--- src/rtl/mem_port_arbiter.sv ---
// Arbitrates one single-ported synchronous memory between instruction fetch and load/store.
// Optional build macro: MEM_ARB_RR_EN selects round-robin conflict resolution instead of fixed LS priority.
module mem_port_arbiter #(
  parameter int XLEN     = 32,
  parameter int MAX_WAIT = 4,
  parameter int WAIT_W   = 3
) (
  input  logic            clk,
  input  logic            rstn,
  input  logic            i_if_req,
  input  logic [XLEN-1:0] i_if_addr,
  output logic            o_if_gnt,
  output logic            o_if_rvalid,
  output logic [XLEN-1:0] o_if_rdata,
  input  logic            i_ls_req,
  input  logic            i_ls_we,
  input  logic [XLEN-1:0] i_ls_addr,
  input  logic [XLEN-1:0] i_ls_wdata,
  input  logic [1:0]      i_ls_len,
  output logic            o_ls_gnt,
  output logic            o_ls_rvalid,
  output logic [XLEN-1:0] o_ls_rdata,
  output logic            o_mem_en,
  output logic            o_mem_we,
  output logic [XLEN-1:0] o_mem_addr,
  output logic [XLEN-1:0] o_mem_wdata,
  output logic [1:0]      o_mem_len,
  input  logic [XLEN-1:0] i_mem_rdata
);

  logic if_gnt;
  logic ls_gnt;
  logic if_wins;
  logic rsp_if_q, rsp_if_d;
  logic rsp_ls_q, rsp_ls_d;

`ifdef MEM_ARB_RR_EN
  logic last_ls_q, last_ls_d;

  // The requester that did not win the most recent grant takes the next conflict.
  assign if_wins = last_ls_q;

  always_comb begin
    last_ls_d = last_ls_q;
    if (ls_gnt) begin
      last_ls_d = 1'b1;
    end else if (if_gnt) begin
      last_ls_d = 1'b0;
    end
  end

  always_ff @(posedge clk or negedge rstn) begin
    if (!rstn) begin
      last_ls_q <= 1'b0;
    end else begin
      last_ls_q <= last_ls_d;
    end
  end
`else
  logic [WAIT_W-1:0] starve_cnt_q, starve_cnt_d;

  assign if_wins = (starve_cnt_q == WAIT_W'(MAX_WAIT));

  always_comb begin
    starve_cnt_d = '0;
    if (i_if_req && !if_gnt) begin
      if (starve_cnt_q == WAIT_W'(MAX_WAIT)) begin
        starve_cnt_d = starve_cnt_q;
      end else begin
        starve_cnt_d = starve_cnt_q + WAIT_W'(1);
      end
    end
  end

  always_ff @(posedge clk or negedge rstn) begin
    if (!rstn) begin
      starve_cnt_q <= '0;
    end else begin
      starve_cnt_q <= starve_cnt_d;
    end
  end
`endif

  // Grants are gated by rstn so the memory port goes quiet the moment reset asserts.
  always_comb begin
    if_gnt = 1'b0;
    ls_gnt = 1'b0;
    if (rstn) begin
      if (i_if_req && i_ls_req) begin
        if_gnt = if_wins;
        ls_gnt = !if_wins;
      end else begin
        if_gnt = i_if_req;
        ls_gnt = i_ls_req;
      end
    end
  end

  always_comb begin
    o_mem_en    = 1'b0;
    o_mem_we    = 1'b0;
    o_mem_addr  = '0;
    o_mem_wdata = '0;
    o_mem_len   = 2'd0;
    if (if_gnt) begin
      o_mem_en   = 1'b1;
      o_mem_addr = i_if_addr;
      o_mem_len  = 2'd2;
    end else if (ls_gnt) begin
      o_mem_en    = 1'b1;
      o_mem_we    = i_ls_we;
      o_mem_addr  = i_ls_addr;
      o_mem_wdata = i_ls_wdata;
      o_mem_len   = i_ls_len;
    end
  end

  always_comb begin
    rsp_if_d = if_gnt;
    rsp_ls_d = ls_gnt && !i_ls_we;
  end

  always_ff @(posedge clk or negedge rstn) begin
    if (!rstn) begin
      rsp_if_q <= 1'b0;
      rsp_ls_q <= 1'b0;
    end else begin
      rsp_if_q <= rsp_if_d;
      rsp_ls_q <= rsp_ls_d;
    end
  end

  assign o_if_gnt    = if_gnt;
  assign o_ls_gnt    = ls_gnt;
  assign o_if_rvalid = rsp_if_q;
  assign o_ls_rvalid = rsp_ls_q;
  assign o_if_rdata  = rsp_if_q ? i_mem_rdata : '0;
  assign o_ls_rdata  = rsp_ls_q ? i_mem_rdata : '0;

endmodule

--- config.mk ---
export PLATFORM = sky130hd
export DESIGN_NAME = mem_port_arbiter
export DESIGN_NICKNAME = d
export VERILOG_FILES = /design/src/rtl/mem_port_arbiter.sv
export SDC_FILE = /design/constraint.sdc
export NUM_CORES = 1
export LEC_CHECK = 0
export CAP_MARGIN = 25
export CORE_AREA = 2 2 104 106
export DETAILED_ROUTE_END_ITERATION = 7
export DIE_AREA = 0 0 106 108
export GPL_ROUTABILITY_DRIVEN = 0
export GPL_TIMING_DRIVEN = 1
export PLACE_DENSITY_LB_ADDON = 0.2
export SLEW_MARGIN = 20
export SYNTH_ARGS = -nofsm -noshare
export SYNTH_HDL_FRONTEND = slang
export SYNTH_SLANG_ARGS = --single-unit
--- constraint.sdc ---
create_clock -name clk -period 2 [get_ports clk]
set_clock_uncertainty 0.1 [all_clocks]
set_input_delay 0.5 -clock clk [delete_from_list [all_inputs] [get_ports clk]]
set_output_delay 0.5 -clock clk [all_outputs]
set_load 0.05 [all_outputs]
==> reports/results.ini, run 1 <==
[run_status]
status = finished, violations left
failed_checks = negative setup slack

[sta]
max_freq_ghz = 0.430
timing.final.setup_violations = 69
setup-tns-final_ns = -19.44
report.final.hold_viol_count = 0
max_slew.worst_pin.slew_ns = 0.273
max_slew_margin_pct = 81.3
number_of_pins_exceeding_their_max_slew_limit_in_the_final_report = 0
grt_setup_unrepaired = true
period_share_pct = 116
fin_worst_hold_slack_ns = 0.140
fin_worst_setup_slack_ns = -0.328
final_critical_delay_including_setup_and_external_delays_ns = 2.33

[power_and_ir_drop]
p_sw_share_pct = 40.8
switching_power_summed_over_all_nets_uw = 743
static-leakage-power_nw = 2.68
internal-power_mw = 1.08
power.density_cell_area_nw_per_um2 = 289
power.ir.vdd_worst_uv = 159
seq_power_share_pct = 6.1
power.total_mw = 1.82
power_share_of_the_clock_group_pct = 10.8
combinationalPowerShare_pct = 83.1

[floorplan]
die-height_um = 108
die-area_um2 = 11400
core_region_area_um2 = 10200
pin_count = 271
num_rows = 37
chipWidth_um = 106
initial_core_util_pct = 12.6

[layout]
fill_cells = 802
final_layout_size_suffix_gt1_share_pct = 53.2
num_antenna_cells = 0
syn2layout_area_growth_pct = 390
nNetsFinal = 608
finish.cell_count_without_fillers = 606

[synthesis]
ys_async_sr_fraction_pct = 100
synth-edff-count = 0
synth_warnings = 0
number_of_distinct_standard_cells_referenced_by_the_synthesized_netlist = 20
ys_seq_elements = 5
netlist.area_leader.share_pct = 47.6
synth_top_cells_by_count = sky130_fd_sc_hd__and2_1 (98), sky130_fd_sc_hd__a22o_1 (32), sky130_fd_sc_hd__clkbuf_1 (8)
post_synth_instance_area_um2 = 1290
synth_ff_type = sky130_fd_sc_hd__dfrtp_1
ys_seq_area_share_pct = 9.71
synth_area_leaders = sky130_fd_sc_hd__and2_1 (48%), sky130_fd_sc_hd__a22o_1 (22%), sky130_fd_sc_hd__dfrtp_1 (9.7%), sky130_fd_sc_hd__buf_6 (3.5%), sky130_fd_sc_hd__clkbuf_1 (2.3%)
synth.most_common_cell = sky130_fd_sc_hd__and2_1
synth_largest_area_cell = sky130_fd_sc_hd__and2_1
mappedNetlistNets = 317
instance_count_of_the_mapped_netlist = 180
post_synth.cell_area_avg_um2 = 7.16

[grt]
via_count_of_the_first_global_routing_pass = 2691
grt_max_degree = 34
use_met2_pct = 33.0
groute.layer.met1.usage_pct = 13.9
gr-usage-all-layers_pct = 15.8
grt_util_met3_pct = 5.61
grt_most_used_layer = met2
grt.overflow.total = 0
grt_first_pass_wirelength_um = 14300
antenna_found_initial = 0

[routing]
finalWirelength_um = 9930
postRouteAntennaNets = 0
via_count = 2504
drt_first_iter_violations = 67
route.detailed.wl_per_inst_um = 16.4
drt_drc_violations_left = 0
detail_route.vias_per_cell = 4.13
firstDrtPassIters = 4

[placement]
placed_cells_incl_taps = 585
port_buffers = 270
detailed_place_hpwl_um = 8200

[worst_setup_path]
critPathLaunchType = flip-flop
cp_data_required_time_ns = 1.40
reg2reg_setup_slack_ns = 0.42
endpoint_type_of_the_worst_setup_path = output pin
cp_max_fo = 10
cp_data_arrival_time_ns = 1.73
critPathKind = reg2out

[clock_tree]
path_clk_slew_ns = 0.04
clockRootBuffer = sky130_fd_sc_hd__clkbuf_8
cts-buffers-inserted = 3
clockBufferDepth = 2
clock_latency_ns = 0.23
cts_tree = built
cts_hold_buf = 0
cts_num_sinks = 5
clock_tree.htree_level_count = 1

[worst_hold_path]
hold_path_class = in2async

[flow_run]
drv.max_cap_violation_count = 0

==> registers in the layout, indices dropped and copies added (netlist names) <==
name          flops
starve_cnt_q      3
o_ls_rvalid       1
o_if_rvalid       1
==> cells in the final DEF, fill, tap and decap left out, drive strengths merged <==
cell             n
nor2b            1
clkdlybuf4s15    2
clkinv           1
clkbuf           8
o32ai            2
nand3            3
clkdlybuf4s50  131
a21oi            4
mux2i            1
nor2             3
ha               2
dfrtp            5
and2            98
buf            165
nand2            6
and3             2
a22o            32
nor4b            1
inv              3
==> critical path: stages (launching register included) <==
cell and delay [ns]:
sky130_fd_sc_hd__dfrtp_1 0.38, sky130_fd_sc_hd__inv_2 0.09, sky130_fd_sc_hd__ha_4 0.18, sky130_fd_sc_hd__nand3_4 0.10, sky130_fd_sc_hd__and3_4 0.22, sky130_fd_sc_hd__buf_12 0.16, sky130_fd_sc_hd__a22o_4 0.23, sky130_fd_sc_hd__buf_12 0.14
==> worst paths after layout <==
path | cells past startpoint | endpoint | startpoint
setup / recovery | 7 | o_mem_addr[10] | starve_cnt_q[0]
hold / removal | 2 | starve_cnt_q[2] | rstn
setup reg to reg | 7 | o_ls_rvalid | starve_cnt_q[0]
hold reg to reg | 3 | starve_cnt_q[0] | starve_cnt_q[0]
max in group asynchronous | 2 | o_if_rvalid | rstn
min in group clk | 3 | starve_cnt_q[0] | starve_cnt_q[0]
==> cell type report <==
cell class | count | area [µm²] | share of cell area (%)
Multi-Input combinational cell | 155 | 1480 | 23.4
Tap cell | 136 | 170 | 2.70
Timing Repair Buffer | 303 | 4480 | 71.0
Clock buffer | 3 | 41.3 | 0.655
Sequential cell | 5 | 125 | 1.98
Clock inverter | 1 | 5.00 | 0.0793
Inverter | 3 | 11.3 | 0.179
==> metrics by stage <==
| step | util [%] | setup WS (ns) | instance area [µm²] |
|---|---|---|---|
| floorplan | - | -0.0921 | 1680 |
| global placement | 58.0 | -0.520 | 5930 |
| detailed placement | 58.0 | -0.534 | 5930 |
| CTS | 60.5 | -0.340 | 6190 |
| global route | 61.7 | -0.375 | 6310 |
| finish | 61.7 | -0.328 | 6310 |
==> power groups by stage <==
stage	clock network [mW]	registers, mW	logic, mW
after global routing	0.209	0.111	1.57
after global placement	0	0.111	1.43
after detailed placement	0	0.112	1.44
after floorplan	0	0.119	0.613
after CTS	0.195	0.111	1.49
final	0.197	0.111	1.51
==> cell families (layout without fill, tap and decap cells) <==
logic type / Yosys count / count (layout) / synth area share [%]
buffers and inverters: 21 / 310 / 9.22
adder cells (fa/ha/maj): 2 / 2 / 1.94
flip-flops: 5 / 5 / 9.71
multiplexers: 1 / 1 / 0.777
AND/OR/NAND/NOR: 113 / 114 / 53.4
AO/OA/AOI/OAI: 38 / 38 / 25.0
==> what timing repair did <==
action,in CTS,in global routing
pin swaps,18,21
gates resized for setup,34,10
gates cloned,3,7
setup endpoints to repair,70,70
setup buffers,5,6
==> metal layers <==
| layer | part of all wire (%) | up-vias |
|---|---|---|
| met4 | 2.3 | 0 |
| met1 | 28 | 1131 |
| met3 | 11 | 12 |
| met2 | 59 | 170 |
| met5 | 0 | - |
| li1 | - | 1191 |
(Power assumes the default switching activity.)
==> inputs of run 2 (changes only) <==
--- a/config.mk
+++ b/config.mk
@@ -6,9 +6,10 @@
 export NUM_CORES = 1
 export LEC_CHECK = 0
 export CAP_MARGIN = 25
-export CORE_AREA = 2 2 104 106
+export CORE_AREA = 2 2 105 107
 export DETAILED_ROUTE_END_ITERATION = 7
-export DIE_AREA = 0 0 106 108
+export DIE_AREA = 0 0 107 109
+export DONT_BUFFER_PORTS = 1
 export GPL_ROUTABILITY_DRIVEN = 0
 export GPL_TIMING_DRIVEN = 1
 export PLACE_DENSITY_LB_ADDON = 0.2
==> run 2 against run 1 <==
  * The flow still finishes with violations (negative setup slack)
  * Via count is 30% lower
  * Global-route usage is 4.7 points lower
  * Total power decreased by 33%
  * Flip-flop and latch count did not move
  * Die area is 1.9% higher
  * Maximum frequency increased by 1.6%
  * Critical endpoint is now o_mem_addr[0]
  * Largest cell class unchanged
  * Highest routed layer is now met3
==> reports/results.ini, run 2 (same netlist as run 1, synthesis figures left out) <==
[worst_setup_path]
r2r.worst_path.cells = 6
critical_path.endpoint = o_mem_addr[0]
critPathKind = reg2out
timing.rr.start = starve_cnt_q[0]
reg2reg_setup_slack_ns = 0.53
critical_path.reg2reg.endpoint = o_ls_rvalid
endpoint_type_of_the_worst_setup_path = output pin
cp_max_fo = 5
startpoint = starve_cnt_q[0]
cp_data_arrival_time_ns = 1.69
critPathLaunchType = flip-flop
cp_data_required_time_ns = 1.40

[sta]
timing.final.setup_violations = 69
grt_setup_unrepaired = true
period_share_pct = 115
max_slew.worst_pin.slew_ns = 0.283
report.final.hold_viol_count = 0
setup-tns-final_ns = -16.64
fin_worst_hold_slack_ns = 0.238
max_freq_ghz = 0.437
number_of_pins_exceeding_their_max_slew_limit_in_the_final_report = 0
final_critical_delay_including_setup_and_external_delays_ns = 2.29
max_slew_margin_pct = 81.0
fin_worst_setup_slack_ns = -0.291

[layout]
syn2layout_area_growth_pct = 185
flip_flop_count_of_the_largest_register_after_layout = 3
postLayoutCellArea_um2 = 3670
finish.cell_count_without_fillers = 411
final_layout_size_suffix_gt1_share_pct = 66.8
nNetsFinal = 409
mostFrequentLayoutCells = sky130_fd_sc_hd__buf_12 (72), sky130_fd_sc_hd__and2_1 (64), sky130_fd_sc_hd__and2_4 (34)
final_common_cell = sky130_fd_sc_hd__buf_12
num_antenna_cells = 0
largest-register = starve_cnt_q

[routing]
via_count = 1753
drt_drc_violations_left = 0
routed-wl-met2_um = 4070
detail_route.vias_per_cell = 4.27
route.detailed.wl_per_inst_um = 18.8
firstDrtPassIters = 6
finalWirelength_um = 7740
routed-wl-met3_um = 1110
met1Wirelength_um = 2560
routed.top_layer = met3
postRouteAntennaNets = 0
drt_first_iter_violations = 86

[clock_tree]
cts-buffers-inserted = 3
clock_latency_ns = 0.22
clockBufferDepth = 2
clock_tree.htree_level_count = 1
clockRootBuffer = sky130_fd_sc_hd__clkbuf_8
cts_num_sinks = 5
path_clk_slew_ns = 0.04
cts_tree = built

[power_and_ir_drop]
power.ir.vdd_worst_uv = 197
power.density_cell_area_nw_per_um2 = 333
power.total_mw = 1.22
static-leakage-power_nw = 1.61

[floorplan]
die-height_um = 109
pin_count = 271
core_region_area_um2 = 10600
num_rows = 38
chipWidth_um = 107
die-area_um2 = 11700
initial_core_util_pct = 12.2

[flow_run]
drv.max_cap_violation_count = 0

[run_status]
failed_checks = negative setup slack
status = finished, violations left

[grt]
grt_max_degree = 34
gr-usage-all-layers_pct = 11.1
via_count_of_the_first_global_routing_pass = 1616
grt.overflow.total = 0
grt_first_pass_wirelength_um = 9850
antenna_found_initial = 0

[placement]
port_buffers = 0
dpl_cell_area_um2 = 3220
detailed_place_hpwl_um = 5960
placed_cells_incl_taps = 386

[worst_hold_path]
hold_path_class = in2reg

-- run 2: cell count changes in the layout (fill, tap and decap cells not counted), moves of 2 or more --
cell	before	now
sky130_fd_sc_hd__clkdlybuf4s50_1	131	0
sky130_fd_sc_hd__buf_12	141	72
sky130_fd_sc_hd__buf_4	15	19
sky130_fd_sc_hd__buf_6	7	3
sky130_fd_sc_hd__buf_16	0	3
sky130_fd_sc_hd__clkdlybuf4s15_1	2	0
-- run 2: worst max-delay path, cell delays in order, from the launching register on --
cell	delay, ns
sky130_fd_sc_hd__dfrtp_1	0.38
sky130_fd_sc_hd__inv_2	0.09
sky130_fd_sc_hd__ha_4	0.16
sky130_fd_sc_hd__nand3_2	0.07
sky130_fd_sc_hd__and3_4	0.25
sky130_fd_sc_hd__clkbuf_16	0.17
sky130_fd_sc_hd__a22o_4	0.22
sky130_fd_sc_hd__buf_12	0.14
-- run 2: what timing repair did --
item                       CTS  global route
cloned                       3             6
pin swaps                   43            16
resized for setup           23             7
hold endpoints to repair     5             0
setup buffers                3             9
hold buffers                 1             0
setup endpoints to repair   68            69
-- run 2: routing by layer --
layer,vias to the layer above,GRT usage (%)
met5,-,0
met4,0,0.278
met3,0,5.92
met2,161,20.7
met1,803,11.7
li1,789,-
-- run 2: how the worst min path moves through the flow --
stage                     startpoint              end  cells past startpoint
after floorplan                 rstn      o_if_rvalid                      0
after CTS                    i_ls_we      o_ls_rvalid                      1
final                        i_ls_we      o_ls_rvalid                      1
after global placement          rstn  starve_cnt_q[2]                      0
after detailed placement        rstn  starve_cnt_q[2]                      0
after global routing         i_ls_we      o_ls_rvalid                      1
-- run 2: final cells by class --
class                      instances  area [µm²]
clock buffer                       4        45.0
tap                              140         175
sequential                         5         125
multi-input combinational        154        1450
inverter                           3        11.3
timing repair buffer             105        1870
fill                            1048        6930
-- run 2: power breakdown --
part / total [mW] / switching, mW / internal [mW]
Combinational: 0.921 / 0.548 / 0.373
Clock: 0.189 / 0.0520 / 0.137
Sequential: 0.111 / 0.00398 / 0.107
Total: 1.22 / 0.604 / 0.618
-- run 2: stage by stage --
step           utilization [%]  setup slack (ns)
2_1_floorplan                -           -0.0921
3_3_place_gp              30.3           -0.0438
3_5_place_dp              30.3           -0.0830
4_1_cts                   32.4            -0.262
5_1_grt                   34.6            -0.352
6_report                  34.6            -0.291
==> inputs of run 3 (changes only) <==
--- a/config.mk
+++ b/config.mk
@@ -10,9 +10,9 @@
 export DETAILED_ROUTE_END_ITERATION = 7
 export DIE_AREA = 0 0 107 109
 export DONT_BUFFER_PORTS = 1
-export GPL_ROUTABILITY_DRIVEN = 0
 export GPL_TIMING_DRIVEN = 1
 export PLACE_DENSITY_LB_ADDON = 0.2
+export SETUP_SLACK_MARGIN = 0.2
 export SLEW_MARGIN = 20
 export SYNTH_ARGS = -nofsm -noshare
 export SYNTH_HDL_FRONTEND = slang
==> run 3 against run 2 <==
  * The flow still finishes with violations (negative setup slack)
  * Clock power barely moved
  * Flip-flop and latch count did not move
  * Worst hold slack worse by 0.00079 ns
  * Largest power group unchanged
  * Register-to-register slack worse by 0.18 ns
  * First-iteration DRC count shrank 76%
  * Combinational power shrank 7.2%
  * Maximum frequency down 1.2%
  * Count of clock-buffer cells in the layout unchanged
  * Global-route usage is 1.2 points lower
  * Routed wire length down 7.1%
==> reports/results.ini, run 3 (same netlist as run 1, synthesis figures left out) <==
[worst_hold_path]
hold_path.startpoint = i_ls_we
worstHoldEndpoint = o_ls_rvalid
worstHoldPathCells = 1
hold_path_class = in2reg

[power_and_ir_drop]
switching_power_summed_over_all_nets_uw = 592
power_share_of_the_clock_group_pct = 16.3
power.ir.vdd_worst_uv = 183
internal-power_uw = 566
combinationalPowerShare_pct = 73.8
power.density_cell_area_nw_per_um2 = 399
seq_power_share_pct = 9.9
static-leakage-power_nw = 1.32
p_sw_share_pct = 51.1

[routing]
drt_drc_violations_left = 0
firstDrtPassIters = 4
drt_first_iter_violations = 21
via_count = 1613
postRouteAntennaNets = 0
finalWirelength_um = 7180
route.detailed.wl_per_inst_um = 19.6
detail_route.vias_per_cell = 4.40

[worst_setup_path]
cp_slowest_stage_delay_ns = 0.39
cp_max_fo = 7
r2r.worst_path.cells = 8
cpMaxStageDelayCell = sky130_fd_sc_hd__dfrtp_1
reg2reg_setup_slack_ns = 0.35
cp_data_arrival_time_ns = 1.72
cp_data_required_time_ns = 1.40
timing.rr.start = starve_cnt_q[1]
path_cells = inv_2, ha_4, nand3_4, and3_4, bufbuf_16, a22o_4
cpLargestDelayFamily = flip-flops
cp.buffers_inverters = 2
critPathLaunchType = flip-flop
endpoint_type_of_the_worst_setup_path = output pin
critical_path.reg2reg.endpoint = o_ls_rvalid
startpoint = starve_cnt_q[1]
critPathKind = reg2out

[layout]
final_common_cell = sky130_fd_sc_hd__and2_4
postLayoutCellArea_um2 = 2900
syn2layout_area_growth_pct = 125
mostFrequentLayoutCells = sky130_fd_sc_hd__and2_4 (68), sky130_fd_sc_hd__a22o_4 (32), sky130_fd_sc_hd__and2_2 (29)
flip_flop_count_of_the_largest_register_after_layout = 3
nNetsFinal = 365
largest-register = starve_cnt_q
final_layout_size_suffix_gt1_share_pct = 89.4
num_antenna_cells = 0

[grt]
grt_first_pass_wirelength_um = 8510
grt_max_degree = 34
antenna_found_initial = 0
grt.overflow.total = 0
gr-usage-all-layers_pct = 9.86
via_count_of_the_first_global_routing_pass = 1462

[clock_tree]
clock_latency_ns = 0.22
cts_tree = built
cts_num_sinks = 5
path_clk_slew_ns = 0.04
cts-buffers-inserted = 3
clockBufferDepth = 2
clock_tree.htree_level_count = 1
clockRootBuffer = sky130_fd_sc_hd__clkbuf_8

[sta]
period_share_pct = 116
final_critical_delay_including_setup_and_external_delays_ns = 2.32
grt_setup_unrepaired = true
fin_worst_setup_slack_ns = -0.319
max_slew_margin_pct = 81.6
max_freq_ghz = 0.431
report.final.hold_viol_count = 0
timing.final.setup_violations = 69
number_of_pins_exceeding_their_max_slew_limit_in_the_final_report = 0
max_slew.worst_pin.slew_ns = 0.269

[placement]
placement.setup.worst_slack_ns = -0.0790
detailed_place_hpwl_um = 4650
place.gp.congestion = 0.763
dpl_cell_area_um2 = 2080
port_buffers = 0

[floorplan]
initial_core_util_pct = 12.2
chipWidth_um = 107
die-height_um = 109
pin_count = 271
num_rows = 38
die-area_um2 = 11700
core_region_area_um2 = 10600

[flow_run]
drv.max_cap_violation_count = 0

[run_status]
failed_checks = negative setup slack
status = finished, violations left

## run 3: timing repair
| item | in CTS | in global routing |
|---|---|---|
| setup buffers | 18 | 7 |
| hold endpoints to repair | 5 | 0 |
| pin swaps | 38 | 23 |
| endpoints found under the setup margin | 133 | 104 |
| hold buffers | 1 | 0 |
| gates cloned | 8 | 4 |
| gates resized for setup | 55 | 28 |
## run 3: power groups by stage
stage,Sequential [mW],Clock (mW),Combinational [mW]
after floorplan,0.119,0,0.620
after global placement,0.122,0,0.681
after detailed placement,0.122,0,0.680
after CTS,0.118,0.197,0.811
after global routing,0.116,0.201,0.882
final,0.115,0.188,0.855
## run 3: cell type report
type	instances	area, µm²
Fill cell	1110	7700
Multi-Input combinational cell	155	1600
Timing Repair Buffer	60	941
Tap cell	140	175
Sequential cell	5	133
Clock buffer	4	45.0
Inverter	3	11.3
## run 3: per-layer routing
metal / vias to the layer above / routed length (µm) / track usage [%]
li1: 704 / - / -
met1: 745 / 2470 / 10.5
met2: 162 / 4090 / 20.0
met3: 2 / 614 / 2.75
met4: 0 / 12 / 0.557
met5: - / 0 / 0
## run 3: how the worst max path moves through the flow
stage | slack (ns) | cells past startpoint | to
floorplan | -0.08 | 8 | o_mem_addr[10]
global placement | -0.05 | 7 | o_mem_addr[0]
detailed placement | -0.08 | 7 | o_mem_addr[0]
CTS | -0.31 | 6 | o_mem_addr[7]
global route | -0.37 | 8 | o_mem_addr[7]
finish | -0.32 | 6 | o_mem_addr[22]
## run 3: through the flow
step | util, % | hold WS, ns | power, mW | cells | TNS, ns
after global placement | 19.7 | 0.105 | 0.802 | 325 | -0.391
final | 27.4 | 0.238 | 1.16 | 367 | -16.05
after CTS | 25.1 | 0.229 | 1.12 | 356 | -16.97
after detailed placement | 19.7 | 0.105 | 0.802 | 325 | -1.02
after floorplan | - | 0.104 | 0.739 | 180 | -3.02
after global routing | 27.4 | 0.235 | 1.20 | 367 | -19.54
